$ cat src/rtl/ides_pkg.sv
// Shared types and defaults for the soft 8:1 deserializer.
package ides_pkg;

  typedef enum logic [1:0] {
    HUNT,
    CHECK,
    LOCKED
  } ides_state_t;

  localparam logic [7:0] DEFAULT_TRAIN = 8'hAA;

endpackage

$ cat src/rtl/ides_align_fsm.sv
// Word-alignment tracker: decides slips, lock and lock loss from per-word pattern matches.
module ides_align_fsm
  import ides_pkg::*;
#(
  parameter int LOCK_COUNT = 4,
  parameter int LOSS_COUNT = 2
) (
  input  logic fclk_w,
  input  logic rst,
  input  logic word_done,
  input  logic align_en,
  input  logic match,
  output logic slip_req,
  output logic locked,
  output logic err_inc
);

  localparam int MW = $clog2(LOCK_COUNT + 1);
  localparam int LW = $clog2(LOSS_COUNT + 1);
  localparam logic [MW-1:0] LOCK_LAST = MW'(LOCK_COUNT - 1);
  localparam logic [LW-1:0] LOSS_LAST = LW'(LOSS_COUNT - 1);

  ides_state_t   state, state_next;
  logic [MW-1:0] match_cnt, match_next;
  logic [LW-1:0] miss_cnt, miss_next;

  always_ff @(posedge fclk_w) begin
    if (!rst) begin
      state     <= HUNT;
      match_cnt <= '0;
      miss_cnt  <= '0;
    end else begin
      state     <= state_next;
      match_cnt <= match_next;
      miss_cnt  <= miss_next;
    end
  end

  // Only completed training words move the FSM; payload words leave it frozen.
  always_comb begin
    state_next = state;
    match_next = match_cnt;
    miss_next  = miss_cnt;
    slip_req   = 1'b0;
    err_inc    = 1'b0;
    if (word_done && align_en) begin
      case (state)
        HUNT: begin
          if (match) begin
            if (LOCK_COUNT <= 1) begin
              state_next = LOCKED;
              match_next = '0;
              miss_next  = '0;
            end else begin
              state_next = CHECK;
              match_next = MW'(1);
            end
          end else begin
            slip_req = 1'b1;
          end
        end
        CHECK: begin
          if (match) begin
            if (match_cnt == LOCK_LAST) begin
              state_next = LOCKED;
              match_next = '0;
              miss_next  = '0;
            end else begin
              match_next = match_cnt + MW'(1);
            end
          end else begin
            state_next = HUNT;
            match_next = '0;
            slip_req   = 1'b1;
          end
        end
        LOCKED: begin
          if (match) begin
            miss_next = '0;
          end else begin
            err_inc = 1'b1;
            // Losing lock does not slip: the old boundary is the best first guess.
            if (miss_cnt == LOSS_LAST) begin
              state_next = HUNT;
              miss_next  = '0;
            end else begin
              miss_next = miss_cnt + LW'(1);
            end
          end
        end
        default: state_next = HUNT;
      endcase
    end
  end

  assign locked = (state == LOCKED);

endmodule

$ cat src/rtl/ides8_soft_rx.sv
// Fabric 8:1 deserializer: LSB-first word assembly, bitslip alignment, lock flag and word clock.
module ides8_soft_rx
  import ides_pkg::*;
#(
  parameter int              WIDTH         = 8,
  parameter logic [WIDTH-1:0] TRAIN_PATTERN = WIDTH'(DEFAULT_TRAIN),
  parameter int              LOCK_COUNT    = 4,
  parameter int              LOSS_COUNT    = 2
) (
  input  logic             fclk_w,
  input  logic             rst,
  input  logic             din,
  input  logic             align_en,
  output logic [WIDTH-1:0] q_o,
  output logic             q_valid_o,
  output logic             locked_o,
  output logic             bitslip_o,
  output logic [7:0]       err_cnt_o,
  output logic             pclk_o
);

  localparam int CW = $clog2(WIDTH);
  localparam logic [CW-1:0] LAST = CW'(WIDTH - 1);
  localparam logic [CW-1:0] HALF = CW'(WIDTH / 2);

  // Bit 0 of the shift register would fall out on the completing edge, so it is never stored.
  logic [WIDTH-1:1] shreg;
  logic [WIDTH-1:0] word;
  logic [CW-1:0]    cnt, cnt_next;
  logic             slip_hold, word_done, match, slip_req, err_inc;

  assign word      = {din, shreg};
  assign word_done = !slip_hold && (cnt == LAST);
  assign match     = (word == TRAIN_PATTERN);

  always_comb begin
    cnt_next = cnt;
    if (!slip_hold) cnt_next = (cnt == LAST) ? '0 : cnt + CW'(1);
  end

  // A slip holds cnt at 0 for one edge and drops that bit, moving the boundary one bit later.
  always_ff @(posedge fclk_w) begin
    if (!rst) begin
      cnt       <= '0;
      shreg     <= '0;
      q_o       <= '0;
      q_valid_o <= 1'b0;
      bitslip_o <= 1'b0;
      slip_hold <= 1'b0;
      err_cnt_o <= 8'd0;
      pclk_o    <= 1'b0;
    end else begin
      cnt       <= cnt_next;
      pclk_o    <= (cnt_next < HALF);
      q_valid_o <= word_done;
      bitslip_o <= slip_hold;
      slip_hold <= slip_req;
      if (!slip_hold) shreg <= word[WIDTH-1:1];
      if (word_done) q_o <= word;
      if (err_inc && (err_cnt_o != 8'hFF)) err_cnt_o <= err_cnt_o + 8'd1;
    end
  end

  ides_align_fsm #(
    .LOCK_COUNT(LOCK_COUNT),
    .LOSS_COUNT(LOSS_COUNT)
  ) u_fsm (
    .fclk_w   (fclk_w),
    .rst      (rst),
    .word_done(word_done),
    .align_en (align_en),
    .match    (match),
    .slip_req (slip_req),
    .locked   (locked_o),
    .err_inc  (err_inc)
  );

endmodule

$ cat config.mk
export PLATFORM = sky130hd
export DESIGN_NAME = ides8_soft_rx
export DESIGN_NICKNAME = d
export VERILOG_FILES = /design/src/rtl/ides_pkg.sv /design/src/rtl/ides_align_fsm.sv /design/src/rtl/ides8_soft_rx.sv
export SDC_FILE = /design/constraint.sdc
export NUM_CORES = 1
export LEC_CHECK = 0
export ABC_AREA = 1
export BUFFER_PORTS_ARGS = -buffer_cell sky130_fd_sc_hd__buf_2
export CAP_MARGIN = 20
export CORE_UTILIZATION = 45
export DETAILED_ROUTE_END_ITERATION = 8
export GPL_TIMING_DRIVEN = 0
export PLACE_DENSITY_LB_ADDON = 0.3
export SYNTH_ARGS = -nofsm -noshare
export SYNTH_HDL_FRONTEND = slang
export SYNTH_SLANG_ARGS = --single-unit
$ cat constraint.sdc
create_clock -name fclk_w -period 1.9 [get_ports fclk_w]
set_clock_uncertainty 0.2 [all_clocks]
set_input_delay 0.19 -clock fclk_w [delete_from_list [all_inputs] [get_ports fclk_w]]
set_output_delay 0.19 -clock fclk_w [all_outputs]
set_load 0.02 [all_outputs]
==> run summary, run 1 <==
- 253 — nets@finish
- 218 — net count after synthesis
- 8 — Critical Path Fanout Max
- sky130_fd_sc_hd__clkbuf_4 — clock tree root buffer cell
- 1316 — vias in the first global route
- 37 — CTS sink count
- 0 — final global-route overflow total
- 1 — crit path buf inv count
- 0 — # setup viols final
- 0 — number of antenna cells inserted
- 330 — fill count
- 0.4089 mV — Max VDD drop
- simple AND/OR/NAND/NOR gates — largest delay contributor family on the critical path
- 1.274 mW — Overall Power
- 0.2245 — fraction of layout cells with a size suffix above 1
- input pin to flop — type of the most critical hold path
- 62.24 um — width of the die
- 0.12 ns — clock slew at the register clock pins of the worst setup and hold paths
- 0.8173 — global placer's final weighted congestion
- 1918 um2 — summed area of non-filler cells in the final layout
- 0 — total count of hold-check failures in the final report
- 11 — pin count of the biggest net entering global routing
- 0.6208 ns — Least-Margin Pin Slew
- 1.90 ns — required time at the worst-slack endpoint
- completed — result of the run
- 4 — First-pass DRT Iterations
- 0.5615 — final cell utilization of the core
- 575.9 MHz — fmax
- 210 — Gate Count Post-Synth
- 2 — depth of the CTS H-tree
- 46 — drt initial violations
- 0.4780 — starting density of the core
- 0.4536 — sequential fraction of the synthesis area
- 3416 um2 — Core Footprint
- flop to flop — WS Path Type
- flop — kind of launch point of the worst setup path
- 0 — number of max-capacitance violations reported
- 0.35 ns — latest clock arrival within the worst-skew pair
- 2221 um — HPWL after detailed placement
- built — CTS tree
- 1805 um2 — placed cell areas
- 5 — Inserted Clock Buffers
- sky130_fd_sc_hd__nand2_1 — most frequent standard cell in the layout excluding fill and tap cells
- 7.775 um2 — average footprint of a synthesized cell
- 1.74 ns — endpoint arrival time on the critical path
- 17.47% — area added between synthesis and finish
- 0.1795 — global-route usage over all layers
- 37 — flip-flop and latch count after synthesis
- 24 — I/O pins
- sky130_fd_sc_hd__dfxtp_1 — CP max stage cell
- 28 — number of distinct library cells after synthesis
- 21 — Row Count
- 23 — count of input and output buffers
- ha_1 > nand2_1 > nor2_1 > nand4_1 > nand4_4 > inv_4 > nand2_2 > a21oi_1 — Critical Path, Cell by Cell
- 0 — Final Max Tran Viols
- 291 — filler-free cell count of the finished design
- 0.5861 — worst max-slew margin expressed relative to the limit
- 3157 um — post-detailed-routing wire length
- 0.9139 — share of the clock period used by the worst path
- 3873 um2 — floorplan die area
- 62.24 um — chip height
- sky130_fd_sc_hd__nand2_1 (42), sky130_fd_sc_hd__dfxtp_1 (36), sky130_fd_sc_hd__inv_1 (23), sky130_fd_sc_hd__buf_2 (23), sky130_fd_sc_hd__nor2_1 (19) — top library cells by usage in the layout, fill and taps aside
- flop — kind of capture point of the worst setup path
- 279 — Post-Place Cells
- 0 — number of warnings reported in the yosys synthesis log
- 0 — number of antenna violations at the first check in global routing
- 0.41 ns — Max stage delay on crit path
- 1438 — total via count in the routed design
- 2 — worst-case clock buffer depth
- 664.3 nW/um2 — Cell Pwr Density
- 1633 um2 — cell area after synthesis
- 4.942 — post-detailed-route via-to-cell ratio
- 0 — Routed Antenna Nets
- 0 — remaining routing DRC violations
- 10.85 um — final routed wire length divided by cell count
- 0.1120 ns — minimum hold slack
- 0.8156 nW — leakage
- 1.736 ns — Tmin final
- 5547 um — first-pass GRT wire length
## layout make-up
class | instances | area (um2) | share of cell area
well taps | 46 | 57.56 | 0.03001
plain buffers | 4 | 15.01 | 0.007828
clock buffers | 7 | 55.05 | 0.02870
repair buffers | 27 | 150.1 | 0.07828
flip-flops and latches | 37 | 742.0 | 0.3868
inverters | 26 | 105.1 | 0.05479
multi-input cells | 144 | 793.3 | 0.4136
## final timing paths
check / slack, ns / from / depth (start not counted) / to
worst min register to register: 0.23 / u_fsm.miss_cnt[1] / 2 / u_fsm.miss_cnt[1]
worst max register to register: 0.16 / err_cnt_o[0] / 8 / err_cnt_o[1]
worst max-delay path: 0.16 / err_cnt_o[0] / 8 / err_cnt_o[1]
worst min-delay path: 0.11 / align_en / 5 / slip_hold
## cell families after synthesis
group,after synthesis,synth area share
AOI/OAI and AO/OA,47,0.1678
buffers and inverters,30,0.07279
DFF,37,0.4536
and+or+nand+nor,86,0.2429
xor gates and xnor gates,6,0.03218
adders and majority gates,4,0.03065
## Yosys cell counts
library cell / n / share of area
sky130_fd_sc_hd__or2_2: 1 / 0.0038
sky130_fd_sc_hd__clkinv_2: 1 / 0.0031
sky130_fd_sc_hd__o21ai_1: 3 / 0.0092
sky130_fd_sc_hd__a21oi_2: 9 / 0.048
sky130_fd_sc_hd__clkinv_4: 1 / 0.0054
sky130_fd_sc_hd__a211oi_1: 1 / 0.0046
sky130_fd_sc_hd__ha_1: 4 / 0.031
sky130_fd_sc_hd__nand2_1: 42 / 0.097
sky130_fd_sc_hd__inv_2: 1 / 0.0023
sky130_fd_sc_hd__nand3_1: 12 / 0.037
sky130_fd_sc_hd__xnor2_1: 2 / 0.011
sky130_fd_sc_hd__nand4_4: 1 / 0.013
sky130_fd_sc_hd__nand2_2: 3 / 0.011
sky130_fd_sc_hd__nand2_4: 1 / 0.0069
sky130_fd_sc_hd__xor2_1: 4 / 0.021
sky130_fd_sc_hd__nand4_1: 1 / 0.0038
sky130_fd_sc_hd__clkbuf_1: 3 / 0.0069
sky130_fd_sc_hd__nor2_2: 2 / 0.0077
sky130_fd_sc_hd__o21ai_0: 16 / 0.049
sky130_fd_sc_hd__o21bai_1: 1 / 0.0046
sky130_fd_sc_hd__dfxtp_1: 37 / 0.45
sky130_fd_sc_hd__nand3_2: 1 / 0.0061
sky130_fd_sc_hd__nor2_1: 19 / 0.044
sky130_fd_sc_hd__buf_1: 1 / 0.0023
sky130_fd_sc_hd__a21oi_1: 17 / 0.052
sky130_fd_sc_hd__nor3_1: 2 / 0.0061
sky130_fd_sc_hd__inv_1: 23 / 0.053
sky130_fd_sc_hd__nor2_4: 1 / 0.0069
## per-stage QoR
stage / setup WS [ns] / TNS [ns]
after floorplan: 0.1539 / 0
after global placement: 0.02176 / 0
after detailed placement: 0.003191 / 0
after CTS: 0.03334 / 0
after global routing: -0.0003078 / -0.0003078
final: 0.1636 / 0
## power by group
part           total (mW)  leakage (nW)  switching, mW  internal (mW)
Clock               0.425        0.0314          0.250          0.175
Sequential          0.795         0.300        0.00707          0.788
Combinational      0.0546         0.484         0.0354         0.0192
Total                1.27         0.816          0.292          0.982
## worst min-delay path: cells and delay by family
family        cells  cell delay, ns
buf+inv           2            0.19
simple gates      3            0.22
## what timing repair did
item                       4_1_cts  5_1_grt
gates cloned                     0        1
setup endpoints to repair        4       12
hold buffers                     2        0
gates resized for setup          0        3
hold endpoints to repair         5        0
pin swaps                        1        1
setup buffers                    2        0
## registers in the layout (all words and copies together) (netlist names), 2 cells and up
register and flops:
u_fsm.miss_cnt 2, shreg 7, cnt 3, u_fsm.match_cnt 3
q_o 8, err_cnt_o 8, u_fsm.state 2
## layer usage
layer / vias to the layer above / share of wire / global-route usage
met2: 26 / 0.46 / 0.3077
met5: - / 0 / 0
li1: 758 / - / -
met3: 7 / 0.046 / 0.05147
met4: 0 / 0.018 / 0.07849
met1: 647 / 0.47 / 0.2071
Note: power is estimated with default switching activity, not from simulation.
==> inputs of run 2 (changes only) <==
--- a/config.mk
+++ b/config.mk
@@ -6,7 +6,7 @@
 export NUM_CORES = 1
 export LEC_CHECK = 0
 export ABC_AREA = 1
-export BUFFER_PORTS_ARGS = -buffer_cell sky130_fd_sc_hd__buf_2
+export BUFFER_PORTS_ARGS = -buffer_cell sky130_fd_sc_hd__buf_4
 export CAP_MARGIN = 20
 export CORE_UTILIZATION = 45
 export DETAILED_ROUTE_END_ITERATION = 8
@@ -15,3 +15,4 @@
 export SYNTH_ARGS = -nofsm -noshare
 export SYNTH_HDL_FRONTEND = slang
 export SYNTH_SLANG_ARGS = --single-unit
+export TNS_END_PERCENT = 20
==> run 2 against run 1 <==
Register-to-register slack got worse by 0.05 ns. Via count rose by 0.63%. Combinational power rose by 8.1%. Cell count did not move. Critical path type unchanged. Critical endpoint is now err_cnt_o[7].
==> run summary, run 2 (synthesis gave the netlist of run 1 again) <==
- 0.8128 nW — leakage
- 2 — worst-case clock buffer depth
- 342 — fill count
- 1.91 ns — required time at the worst-slack endpoint
- 8 — Critical Path Fanout Max
- simple AND/OR/NAND/NOR gates — largest delay contributor family on the critical path
- err_cnt_o x8, q_o x8, shreg x7 — Top Registers
- ha_2 > nand2_1 > nor2_2 > nand4_1 > nand4_4 > inv_4 > nand2_1 > a21oi_2 — Critical Path, Cell by Cell
- 560.7 MHz — fmax
- 1988 um2 — summed area of non-filler cells in the final layout
- 0 — remaining routing DRC violations
- 0.5934 — worst max-slew margin expressed relative to the limit
- 744.5 um2 — Sequential cell area
- 0.2284 — proportion of total power due to net switching
- 0.2408 — fraction of layout cells with a size suffix above 1
- 0.622 — sequential share of power
- sky130_fd_sc_hd__nand2_1 — most frequent standard cell in the layout excluding fill and tap cells
- 81 — drt initial violations
- 0.38 ns — Max stage delay on crit path
- 2274 um — HPWL after detailed placement
- 3272 um — post-detailed-routing wire length
- 0.1075 ns — minimum hold slack
- 0.8252 — global placer's final weighted congestion
- 0 — number of max-capacitance violations reported
- 0.046 — combinational share of power
- 21 — Row Count
- 0.9853 mW — total internal power
- sky130_fd_sc_hd__nand2_1 (42), sky130_fd_sc_hd__dfxtp_1 (34), sky130_fd_sc_hd__buf_4 (25), sky130_fd_sc_hd__inv_1 (23), sky130_fd_sc_hd__nor2_1 (18) — top library cells by usage in the layout, fill and taps aside
- flop to flop — WS Path Type
- 4.973 — post-detailed-route via-to-cell ratio
- 0.6099 ns — Least-Margin Pin Slew
- 37 — CTS sink count
- 0.9387 — share of the clock period used by the worst path
- 0 — total count of hold-check failures in the final report
- 0.1164 ns — least setup slack across all paths after layout
- 0 — Final Max Tran Viols
- sky130_fd_sc_hd__dfxtp_2 — CP max stage cell
- 5506 um — first-pass GRT wire length
- -0.001822 ns — dpl ws
- 23 — count of input and output buffers
- 0 — Routed Antenna Nets
- 24 — I/O pins
- 0 — final global-route overflow total
- 2 — depth of the CTS H-tree
- 803.3 um2 — Multi-input gate area
- 253 — nets@finish
- built — CTS tree
- 0 — number of antenna cells inserted
- 0.5821 — final cell utilization of the core
- 11 — pin count of the biggest net entering global routing
- 0.4780 — starting density of the core
- 1863 um2 — placed cell areas
- flop — kind of capture point of the worst setup path
- 0.1787 — global-route usage over all layers
- 3416 um2 — Core Footprint
- input pin to flop — type of the most critical hold path
- flop — kind of launch point of the worst setup path
- 0.2917 mW — Sw Pwr
- 3873 um2 — floorplan die area
- 0.34 ns — latest clock arrival within the worst-skew pair
- completed — result of the run
- 279 — Post-Place Cells
- 11.24 um — final routed wire length divided by cell count
- 642.3 nW/um2 — Cell Pwr Density
- 1447 — total via count in the routed design
- 62.24 um — chip height
- 21.76% — area added between synthesis and finish
- 0 — number of antenna violations at the first check in global routing
- 0 — # setup viols final
- sky130_fd_sc_hd__nand2_1 — Most Frequent Cell on Critical Path
- 4 — First-pass DRT Iterations
- 5 — Inserted Clock Buffers
- sky130_fd_sc_hd__clkbuf_4 — clock tree root buffer cell
- 1.784 ns — Tmin final
- 1 — crit path buf inv count
- 291 — filler-free cell count of the finished design
- 0.11 ns — clock slew at the register clock pins of the worst setup and hold paths
- 1.79 ns — endpoint arrival time on the critical path
- 0.3521 mV — Max VDD drop
- 0.332 — Clk network pwr share
- 1288 — vias in the first global route
- 62.24 um — width of the die
## run 2: cell types whose count changed in the layout (fill, tap and decap cells not counted)
cell / previous run / this run
sky130_fd_sc_hd__buf_2: 23 / 0
sky130_fd_sc_hd__buf_4: 2 / 25
sky130_fd_sc_hd__dfxtp_1: 36 / 34
sky130_fd_sc_hd__dfxtp_2: 1 / 3
sky130_fd_sc_hd__ha_1: 4 / 3
sky130_fd_sc_hd__ha_2: 0 / 1
sky130_fd_sc_hd__nor2_1: 19 / 18
sky130_fd_sc_hd__nor2_4: 1 / 2
## run 2: power groups by stage
| stage | Combinational (mW) | Clock [mW] | Sequential, mW |
|---|---|---|---|
| finish | 0.0590 | 0.423 | 0.795 |
| detailed placement | 0.0554 | 0 | 0.813 |
| global route | 0.0660 | 0.474 | 0.797 |
| CTS | 0.0594 | 0.439 | 0.795 |
| global placement | 0.0536 | 0 | 0.812 |
| floorplan | 0.0295 | 0 | 0.815 |
## run 2: timing repair
item	CTS	global route
hold endpoints to repair	5	0
setup buffers	2	0
hold buffers	2	0
endpoints found under the setup margin	7	12
gates cloned	0	1
pin swaps	1	2
gates resized for setup	0	8
## run 2: layout make-up
class                      instances  share of cell area
timing repair buffer              27              0.1045
buffer                             4            0.007552
sequential                        37              0.3744
tap                               46             0.02895
clock buffer                       7             0.02769
inverter                          26             0.05286
multi-input combinational        144              0.4040
## run 2: path summary, 6_finish.rpt
check	from	end	slack (ns)	depth (start not counted)
hold reg to reg	u_fsm.miss_cnt[1]	u_fsm.miss_cnt[1]	0.23	2
setup reg to reg	err_cnt_o[0]	err_cnt_o[7]	0.12	8
hold / removal	align_en	slip_hold	0.11	5
setup / recovery	err_cnt_o[0]	err_cnt_o[7]	0.12	8
## run 2: through the flow
stage / setup TNS, ns / total power, mW
floorplan: 0 / 0.8444
global placement: 0 / 0.8656
detailed placement: -0.001822 / 0.8679
CTS: 0 / 1.293
global route: -0.04112 / 1.337
finish: 0 / 1.277
## run 2: tightest hold or removal path: stages
cell                       delay, ns
sky130_fd_sc_hd__buf_4          0.12
sky130_fd_sc_hd__nand2_4        0.08
sky130_fd_sc_hd__clkinv_4       0.07
sky130_fd_sc_hd__nand2_2        0.09
sky130_fd_sc_hd__nor3_1         0.05
## run 2: routing by layer
metal | routed length [um] | track usage | part of all wire | vias up
met5 | 0 | 0 | 0 | -
met4 | 9 | 0.05233 | 0.0028 | 0
met3 | 174 | 0.06250 | 0.053 | 2
met2 | 1575 | 0.3063 | 0.48 | 33
met1 | 1512 | 0.2091 | 0.46 | 658
li1 | - | - | - | 754
==> inputs of run 3 (changes only) <==
--- a/config.mk
+++ b/config.mk
@@ -5,7 +5,7 @@
 export SDC_FILE = /design/constraint.sdc
 export NUM_CORES = 1
 export LEC_CHECK = 0
-export ABC_AREA = 1
+export ABC_AREA = 0
 export BUFFER_PORTS_ARGS = -buffer_cell sky130_fd_sc_hd__buf_4
 export CAP_MARGIN = 20
 export CORE_UTILIZATION = 45
==> run 3 against run 2 <==
The run now ends with setup timing left. Worst hold slack worse by 0.021 ns. Utilization is 1.6 points higher. Flip-flop and latch count did not move. Wire length is 5.2% higher. Combinational power grew 7.1%. Design area rose by 1.2%. Area after synthesis is 2.0% lower. Die area fell by 1.9%. Largest power group unchanged.
==> run summary, run 3 <==
- flop — kind of capture point of the worst setup path
- 13.24 um — final routed wire length divided by cell count
- 0 — number of warnings reported in the yosys synthesis log
- 0.8594 — global placer's final weighted congestion
- 8.890 um2 — average footprint of a synthesized cell
- 2012 um2 — summed area of non-filler cells in the final layout
- 8 — Critical Path Fanout Max
- 0.2523 — fraction of layout cells with a size suffix above 1
- 61.64 um — chip height
- setup timing — failing checks
- 249 — Post-Place Cells
- sky130_fd_sc_hd__dfxtp_1 (46%), sky130_fd_sc_hd__a21oi_1 (7.2%), sky130_fd_sc_hd__mux2i_1 (5.6%) — Area contributors post-synth
- 21 — Row Count
- 0.7373 nW — leakage
- 24 — I/O pins
- 0.049 — combinational share of power
- 5.369 — post-detailed-route via-to-cell ratio
- 0.6156 ns — Least-Margin Pin Slew
- 2 — depth of the CTS H-tree
- 0.4629 — fraction of post-synthesis cell area in the top cell type by area
- 0 — fraction of registers with async set or reset after synthesis
- sky130_fd_sc_hd__dfxtp_1 — library cell with the highest instance count after synthesis
- flop — kind of launch point of the worst setup path
- 0 — number of antenna cells inserted
- 5 — Inserted Clock Buffers
- finished, violations left — result of the run
- 0 — number of max-capacitance violations reported
- 1396 — total via count in the routed design
- 0.2804 mV — Max VDD drop
- 40 — number of distinct library cells after synthesis
- sky130_fd_sc_hd__dfxtp_1 — most area-hungry cell type in the Yosys netlist
- 188 — net count after synthesis
- 0.5896 — worst max-slew margin expressed relative to the limit
- 0 — number of enable-type register cells in the synthesized netlist
- 0 — Final Max Tran Viols
- 2.01 ns — endpoint arrival time on the critical path
- 0 — remaining routing DRC violations
- -0.2407 ns — dpl ws
- true — setup repair after global routing missed its margin
- 1296 — vias in the first global route
- 3443 um — post-detailed-routing wire length
- -0.1091 ns — Setup Total Neg Slack
- 180 — Gate Count Post-Synth
- 3799 um2 — floorplan die area
- sky130_fd_sc_hd__dfxtp_1 (37), sky130_fd_sc_hd__nand2_1 (24), sky130_fd_sc_hd__a21oi_1 (23) — synth cell count leaders
- 0 — Routed Antenna Nets
- u_fsm.state[0] — launching element of the worst setup path
- 85 — drt initial violations
- flop to flop — WS Path Type
- 4 — First-pass DRT Iterations
- 222 — nets@finish
- 0.2269 — proportion of total power due to net switching
- 517.9 MHz — fmax
- 0.9910 mW — total internal power
- 61.64 um — width of the die
- sky130_fd_sc_hd__clkbuf_4 — clock tree root buffer cell
- 1.016 — share of the clock period used by the worst path
- 637.1 nW/um2 — Cell Pwr Density
- 0.34 ns — latest clock arrival within the worst-skew pair
- 0 — total count of hold-check failures in the final report
- 0.2023 — global-route usage over all layers
- 1.282 mW — Overall Power
- 11 — pin count of the biggest net entering global routing
- sky130_fd_sc_hd__dfxtp_1 (32), sky130_fd_sc_hd__buf_4 (26), sky130_fd_sc_hd__nand2_1 (24), sky130_fd_sc_hd__a21oi_1 (22), sky130_fd_sc_hd__nor2_1 (12) — top library cells by usage in the layout, fill and taps aside
- 318 — fill count
- 2 — worst-case clock buffer depth
- 0.4629 — sequential fraction of the synthesis area
- 0.5982 — final cell utilization of the core
- input pin to flop — type of the most critical hold path
- 0.2908 mW — Sw Pwr
- 23 — count of input and output buffers
- 4 — cell count of the worst reg-to-reg path
- built — CTS tree
- align_en — hold wc startpoint
- 3 — depth of the worst hold-timing path
- 1.931 ns — Tmin final
- 260 — filler-free cell count of the finished design
- 37 — flip-flop and latch count after synthesis
- 4 — # setup viols final
- 5637 um — first-pass GRT wire length
- 0.08670 ns — minimum hold slack
- 1.98 ns — required time at the worst-slack endpoint
- 25.72% — area added between synthesis and finish
- 2474 um — HPWL after detailed placement
- 0.329 — Clk network pwr share
- sky130_fd_sc_hd__dfxtp_1 — most frequent standard cell in the layout excluding fill and tap cells
- 0.4758 — starting density of the core
- 0.10 ns — clock slew at the register clock pins of the worst setup and hold paths
- 0 — number of antenna violations at the first check in global routing
- 1849 um2 — placed cell areas
- sky130_fd_sc_hd__dfxtp_1 — Most used DFF post-synth
- 37 — CTS sink count
- err_cnt_o x8, q_o x8, shreg x7 — Top Registers
- -0.03075 ns — least setup slack across all paths after layout
- u_fsm.state[0] — startpoint of the worst-slack reg-to-reg timing path
- 3363 um2 — Core Footprint
- 0.622 — sequential share of power
- 1600 um2 — cell area after synthesis
- 0 — final global-route overflow total
-- run 3: changes by cell type after synthesis, sizes merged, moves of 4 or more --
| cell | before | now |
|---|---|---|
| inv | 24 | 6 |
| nand3 | 13 | 6 |
| nand2 | 46 | 24 |
| or4 | 0 | 4 |
| o31ai | 0 | 5 |
| mux2i | 0 | 9 |
| nor2 | 22 | 12 |
| xor2 | 4 | 0 |
| o21ai | 19 | 3 |
-- run 3: kinds of logic after synthesis --
kind of cell	Yosys count	synth area share
AND/OR/NAND/NOR	72	0.2455
flip-flops	37	0.4629
AO/OA/AOI/OAI	42	0.1634
buffers and inverters	16	0.04066
adder cells (fa/ha/maj)	4	0.03128
multiplexers	9	0.05630
-- run 3: power by group through the flow --
| stage | Combinational, mW | Clock (mW) | Sequential [mW] |
|---|---|---|---|
| global placement | 0.0522 | 0 | 0.813 |
| global route | 0.0720 | 0.477 | 0.800 |
| CTS | 0.0639 | 0.432 | 0.799 |
| detailed placement | 0.0550 | 0 | 0.814 |
| floorplan | 0.0320 | 0 | 0.815 |
| finish | 0.0632 | 0.421 | 0.797 |
-- run 3: worst max-delay path, stage by stage (launching register included) --
cell and delay [ns]:
sky130_fd_sc_hd__dfxtp_1 0.39, sky130_fd_sc_hd__or2b_1 0.29, sky130_fd_sc_hd__a211o_4 0.37, sky130_fd_sc_hd__or4_4 0.50, sky130_fd_sc_hd__a21oi_2 0.12
-- run 3: path summary, 6_finish.rpt --
check,end,slack [ns]
worst max-delay path,err_cnt_o[5],-0.03
worst min-delay path,u_fsm.match_cnt[2],0.09
worst max register to register,err_cnt_o[5],-0.03
worst min register to register,u_fsm.miss_cnt[1],0.24
-- run 3: layout make-up --
cell class                 instances  area [um2]  area share
buffer                            10       47.55     0.02363
tap                               46       57.56     0.02861
clock buffer                       7       55.05     0.02736
multi-input combinational        127       874.6      0.4347
inverter                           6       22.52     0.01119
timing repair buffer              27       205.2      0.1020
sequential                        37       749.5      0.3725
-- run 3: per-layer routing --
layer	up-vias	global-route usage	part of all wire
met2	33	0.3610	0.50
met1	651	0.2340	0.45
met3	3	0.06303	0.041
met4	0	0.05079	0.0078
li1	709	-	-
met5	-	0	0
-- run 3: repair_timing --
| item | CTS | global route |
|---|---|---|
| cloned | 0 | 0 |
| hold buffers | 1 | 0 |
| pin swaps | 8 | 3 |
| endpoints found under the setup margin | 12 | 10 |
| resized for setup | 9 | 6 |
| setup buffers | 3 | 0 |
| hold endpoints to repair | 2 | 0 |
